File: config.mk
export PLATFORM = sky130hd
export DESIGN_NAME = cycle_event_sched
export DESIGN_NICKNAME = d
export VERILOG_FILES = /design/src/rtl/cycle_event_sched.sv
export SDC_FILE = /design/constraint.sdc
export NUM_CORES = 1
export LEC_CHECK = 0
export CELL_PAD_IN_SITES_DETAIL_PLACEMENT = 0
export CELL_PAD_IN_SITES_GLOBAL_PLACEMENT = 1
export CORE_MARGIN = 8
export CORE_UTILIZATION = 30
export CTS_BUF_LIST = sky130_fd_sc_hd__clkbuf_4 sky130_fd_sc_hd__clkbuf_8 sky130_fd_sc_hd__clkbuf_16
export CTS_CLUSTER_DIAMETER = 80
export CTS_CLUSTER_SIZE = 10
export DETAILED_ROUTE_END_ITERATION = 10
export PLACE_DENSITY_LB_ADDON = 0.1
export SETUP_SLACK_MARGIN = 0.02
export SYNTH_ARGS = -nofsm -noshare
export SYNTH_HDL_FRONTEND = slang
export SYNTH_SLANG_ARGS = --single-unit
File: constraint.sdc
create_clock -name i_clk -period 17.9 [get_ports i_clk]
set_input_delay 2.685 -clock i_clk [delete_from_list [all_inputs] [get_ports i_clk]]
set_output_delay 2.685 -clock i_clk [all_outputs]
set_load 0.05 [all_outputs]
File: src/rtl/cycle_event_sched.sv
// Cycle counter, runtime-ratio clock divider and programmable per-cycle event
// table whose hits are delivered one at a time over a valid/ready output stage.
module cycle_event_sched #(
    parameter int CNT_W      = 32,
    parameter int DIV_W      = 8,
    parameter int NUM_EVENTS = 4,
    parameter int IDX_W      = 2
) (
    input  logic                  i_clk,
    input  logic                  i_reset,
    input  logic                  i_run,
    input  logic [DIV_W-1:0]      i_div_ratio,
    input  logic                  i_cfg_we,
    input  logic [IDX_W-1:0]      i_cfg_idx,
    input  logic                  i_cfg_en,
    input  logic [CNT_W-1:0]      i_cfg_cycle,
    output logic [CNT_W-1:0]      o_cycle_count,
    output logic                  o_div_clk,
    output logic                  o_evt_valid,
    input  logic                  i_evt_ready,
    output logic [IDX_W-1:0]      o_evt_id,
    output logic [CNT_W-1:0]      o_evt_cycle,
    output logic [NUM_EVENTS-1:0] o_overrun,
    input  logic                  i_clr_overrun
);

    logic [CNT_W-1:0]      r_cycle_count;
    logic [DIV_W-1:0]      r_div_cnt;
    logic                  r_div_clk;

    logic [NUM_EVENTS-1:0] r_en;
    logic [CNT_W-1:0]      r_match [NUM_EVENTS];
    logic [CNT_W-1:0]      r_cap   [NUM_EVENTS];
    logic [NUM_EVENTS-1:0] r_pending;
    logic [NUM_EVENTS-1:0] r_overrun;

    logic                  r_evt_valid;
    logic [IDX_W-1:0]      r_evt_id;
    logic [CNT_W-1:0]      r_evt_cycle;

    logic [DIV_W-1:0]      w_ratio_m1;
    logic [NUM_EVENTS-1:0] w_hit;
    logic                  w_load;
    logic                  w_sel_found;
    logic [IDX_W-1:0]      w_sel_idx;
    logic [CNT_W-1:0]      w_sel_cap;
    logic [NUM_EVENTS-1:0] w_drain;
    logic [NUM_EVENTS-1:0] w_pending_nxt;
    logic [NUM_EVENTS-1:0] w_overrun_nxt;

    // A zero ratio behaves as ratio 1 (toggle every run cycle).
    assign w_ratio_m1 = (i_div_ratio == '0) ? '0 : i_div_ratio - DIV_W'(1);

    always_ff @(posedge i_clk or posedge i_reset) begin
        if (i_reset) begin
            r_cycle_count <= '0;
        end else if (i_run) begin
            r_cycle_count <= r_cycle_count + CNT_W'(1);
        end
    end

    always_ff @(posedge i_clk or posedge i_reset) begin
        if (i_reset) begin
            r_div_cnt <= '0;
            r_div_clk <= 1'b0;
        end else if (i_run) begin
            if (r_div_cnt == '0) begin
                r_div_clk <= ~r_div_clk;
            end
            r_div_cnt <= (r_div_cnt >= w_ratio_m1) ? '0 : r_div_cnt + DIV_W'(1);
        end
    end

    always_ff @(posedge i_clk or posedge i_reset) begin
        if (i_reset) begin
            r_en <= '0;
            for (int i = 0; i < NUM_EVENTS; i++) begin
                r_match[i] <= '0;
            end
        end else begin
            for (int i = 0; i < NUM_EVENTS; i++) begin
                if (i_cfg_we && (i_cfg_idx == IDX_W'(i))) begin
                    r_en[i]    <= i_cfg_en;
                    r_match[i] <= i_cfg_cycle;
                end
            end
        end
    end

    always_comb begin
        w_hit = '0;
        for (int i = 0; i < NUM_EVENTS; i++) begin
            w_hit[i] = i_run && r_en[i] && (r_match[i] == r_cycle_count);
        end
    end

    // Lowest pending index wins; uses pending state from before this edge's hits.
    always_comb begin
        w_sel_found = 1'b0;
        w_sel_idx   = '0;
        w_sel_cap   = '0;
        for (int i = NUM_EVENTS - 1; i >= 0; i--) begin
            if (r_pending[i]) begin
                w_sel_found = 1'b1;
                w_sel_idx   = IDX_W'(i);
                w_sel_cap   = r_cap[i];
            end
        end
    end

    assign w_load = !r_evt_valid || i_evt_ready;

    always_comb begin
        w_drain       = '0;
        w_pending_nxt = '0;
        w_overrun_nxt = '0;
        for (int i = 0; i < NUM_EVENTS; i++) begin
            w_drain[i]       = w_load && w_sel_found && (w_sel_idx == IDX_W'(i));
            w_pending_nxt[i] = w_hit[i] || (r_pending[i] && !w_drain[i]);
            // A fresh overrun beats a simultaneous clear.
            w_overrun_nxt[i] = (w_hit[i] && r_pending[i] && !w_drain[i])
                             || (r_overrun[i] && !i_clr_overrun);
        end
    end

    always_ff @(posedge i_clk or posedge i_reset) begin
        if (i_reset) begin
            r_pending <= '0;
            r_overrun <= '0;
            for (int i = 0; i < NUM_EVENTS; i++) begin
                r_cap[i] <= '0;
            end
        end else begin
            r_pending <= w_pending_nxt;
            r_overrun <= w_overrun_nxt;
            for (int i = 0; i < NUM_EVENTS; i++) begin
                if (w_hit[i]) begin
                    r_cap[i] <= r_cycle_count;
                end
            end
        end
    end

    always_ff @(posedge i_clk or posedge i_reset) begin
        if (i_reset) begin
            r_evt_valid <= 1'b0;
            r_evt_id    <= '0;
            r_evt_cycle <= '0;
        end else if (w_load) begin
            r_evt_valid <= w_sel_found;
            if (w_sel_found) begin
                r_evt_id    <= w_sel_idx;
                r_evt_cycle <= w_sel_cap;
            end
        end
    end

    assign o_cycle_count = r_cycle_count;
    assign o_div_clk     = r_div_clk;
    assign o_evt_valid   = r_evt_valid;
    assign o_evt_id      = r_evt_id;
    assign o_evt_cycle   = r_evt_cycle;
    assign o_overrun     = r_overrun;

endmodule

==> impl_metrics.json <==
{
  "drt-initial-drc-count": 571,
  "synth_edf_count": 0,
  "grt_pass1_wl_um": 72700,
  "crit_chain": "clkdlybuf4s50_1, inv_1, ha_1, nor2b_1, nand3b_1, or3_1, and2_1, ha_1, nand2b_1, a21o_1, a31oi_1, o21ai_0, o21ai_0, a21o_1",
  "io_pins": 121,
  "cts_tree": "done",
  "crit_path_top_delay_cell": "o21ai_0",
  "endpoint_kind": "flip-flop",
  "slew_headroom_pct": 22.0,
  "synth_top_area_share_pct": 54.3,
  "clkTransAtPathRegs_ns": 0.06,
  "leakage_nw": 8.43,
  "powerDensity_mw_per_mm2": 103,
  "vdd_ir_drop_max_mv": 0.0580,
  "hold_viol": 0,
  "synth_nets": 1413,
  "cts_root_buffer": "clkbuf_16",
  "synth_xor_area_share_pct": 9.06,
  "die_area_mm2": 0.0605,
  "rows": 84,
  "synth-simple-area-share_pct": 8.29,
  "synthAdderAreaFrac_pct": 0.947,
  "critical-path-top-delay-family": "compound AO/OA/AOI/OAI gates",
  "p_int_w": 0.00140,
  "crit_type": "primary input to flip-flop",
  "clk-insertion-delay-late_ns": 0.55,
  "cts_hold_buf": 0,
  "via_per_inst": 4.81,
  "fin_nets": 1513,
  "wl_per_cell_um": 21.9,
  "synth-compound-area-share_pct": 7.37,
  "max_freq_mhz": 172,
  "design.core.area_mm2": 0.0524,
  "gp_congestion": 0.748,
  "final_common_cell": "dfrtp_1",
  "clock_path_buffers": 3,
  "grt_util_all_layers_pct": 15.8,
  "whs_ns": 0.472,
  "multiInputGateArea_mm2": 0.00671,
  "worst-path-max-fanout": 11,
  "seq_power_share_pct": 47.7,
  "drc": 0,
  "synth_ff_type": "dfrtp_1",
  "regArea_mm2": 0.00861,
  "first_pass_iters": 4,
  "synth_top_area_cell": "dfrtp_1",
  "portBuffers": 120,
  "yosys-mux-area-fraction_pct": 16.4,
  "ant_nets": 0,
  "fin_setup_tns_ns": 0,
  "dpl_cell_area_mm2": 0.0178,
  "drive_above_1_share_pct": 22.2,
  "numCtsBuffers": 40,
  "p_comb_share_pct": 15.1,
  "hold_start": "o_evt_cycle[21]",
  "yosysUniqueCellTypes": 49,
  "ys_ff_latch": 344,
  "drv_slew": 0,
  "critPathLaunch": "i_div_ratio[0]",
  "overflow": 0,
  "ys_seq_area_share_pct": 54.3,
  "crit_arrival_ns": 6.24,
  "num_vias": 10300,
  "cts_setup_buffers": 0,
  "swShare_pct": 28.4,
  "setup_violations": 0,
  "cts-resized-gates": 0,
  "initial_core_util_pct": 30.2,
  "netlist_area_mm2": 0.0159,
  "critPathMaxStageDelay_ns": 0.90,
  "die_w_um": 246,
  "dp.final_hpwl_um": 30500,
  "synth_top_family_by_area": "multiplexers",
  "fin_skew_ns": 0.0182,
  "cts_sinks": 344,
  "synth_area_per_cell_um2": 11.7,
  "die_y_um": 246,
  "rsz0062_at_grt": "no",
  "status": "finished, final reports clean",
  "period_share_pct": 32.4,
  "tightest_slew_ns": 1.16,
  "yosysWarnings": 0,
  "antenna_cells": 0,
  "cp.required_ns": 18.34,
  "grt_max_degree": 111,
  "grt_antenna_before_repair": 0,
  "grt_pass1_vias": 11200,
  "synth_area_leaders": "dfrtp_1, mux2_2, xor2_1",
  "ctsHtreeMaxLevel": 2,
  "p_switching_w": 0.000553,
  "synth_async_sr_flop_share_pct": 100,
  "fillers": 5188,
  "totalWireLength_um": 47000,
  "start_kind": "primary input",
  "timing.rr.start": "o_cycle_count[1]",
  "clkPwrFrac_pct": 37.2,
  "worst-path-buf-inv": 2,
  "hold_path.class": "flip-flop to flip-flop",
  "syn2layout_area_growth_pct": 19.1,
  "syn_inst": 1352,
  "finalInstanceArea_mm2": 0.0189,
  "final_cell_mix": "dfrtp_1, mux2_2, clkdlybuf4s50_1",
  "max-cap-violations": 0,
  "min_period_ns": 5.80
}
==> logic make-up (layout without fill, tap and decap cells) <==
| kind of cell | count (synthesis) | in the layout |
|---|---|---|
| adders and majority gates | 12 | 12 |
| muxes | 231 | 231 |
| buffers and inverters | 140 | 245 |
| AOI/OAI and AO/OA | 191 | 191 |
| xor gates and xnor gates | 164 | 164 |
| and+or+nand+nor | 270 | 270 |
| DFF | 344 | 344 |
==> tightest hold or removal path, stage by stage (launching register included) <==
cell     delay (ns)
dfrtp_1        0.34
nand2_1        0.05
o31ai_1        0.05
==> synth_stat cells, types with 3 or more instances <==
library cell and n:
dfrtp_1 344, mux2_2 226, nand2_1 113, xor2_1 94, a21oi_1 72, xnor2_1 70
clkbuf_1 67, inv_1 44, nor2_1 41, o21ai_0 39, o31ai_1 32, a211oi_1 24
nand3_1 21, nor4_1 21, nand4_1 19, buf_2 14, ha_1 12, nor3_1 11
buf_1 10, a221oi_1 8, nand2b_1 6, and2_1 5, buf_6 5, nor2b_1 5
or2_2 5, a21o_1 4, and3_1 4, a22o_1 3, and4_1 3, mux2_1 3
nand3b_1 3, or3_1 3
==> sequential cells by signal (all words and copies together) (netlist names) <==
name and flops:
r_cap 128, r_match 128, o_cycle_count 32, o_evt_cycle 32, r_div_cnt 8, o_overrun 4, r_en 4, r_pending 4
o_evt_id 2, o_div_clk 1, o_evt_valid 1
==> layer usage <==
metal  vias up  global-route usage [%]  share of wire, %
met5         -                       0                 0
met1      5264                    21.7                48
met3        51                    2.14               3.0
met2       137                    26.0                47
met4         0                    3.97               1.8
li1       4869                       -                 -
==> cell type report <==
| cell class | instances | share of cell area (%) |
|---|---|---|
| timing repair buffer | 154 | 7.71 |
| clock inverter | 3 | 0.133 |
| multi-input combinational | 868 | 35.5 |
| inverter | 44 | 0.914 |
| sequential | 344 | 45.6 |
| clock buffer | 44 | 5.55 |
| tap | 688 | 4.56 |
==> power groups by stage <==
stage          registers [W]  logic [W]  clock network [W]
5_1_grt             0.000942   0.000323           0.000784
3_5_place_dp        0.000945   0.000304                  0
4_1_cts             0.000931   0.000306           0.000755
6_report            0.000930   0.000295           0.000726
3_3_place_gp        0.000943   0.000302                  0
2_1_floorplan       0.000936   0.000189                  0
==> per-stage QoR <==
step	power [W]	cells	setup WS [ns]	util (%)
finish	0.00195	2145	12.10	36.0
global route	0.00205	2145	11.62	36.0
CTS	0.00199	2145	11.96	36.0
detailed placement	0.00125	2098	11.34	34.0
global placement	0.00125	2098	11.33	34.0
floorplan	0.00112	1352	5.68	-
==> final timing paths <==
path / to / slack (ns) / cells after the start
max in group asynchronous: r_match[69] / 12.18 / 5
worst max register to register: r_cap[111] / 14.66 / 6
worst max-delay path: r_div_cnt[4] / 12.10 / 14
worst min register to register: o_evt_cycle[21] / 0.47 / 2
min in group asynchronous: r_match[126] / 2.68 / 2
worst min-delay path: o_evt_cycle[21] / 0.47 / 2
Note: power is estimated with default switching activity, not from simulation.
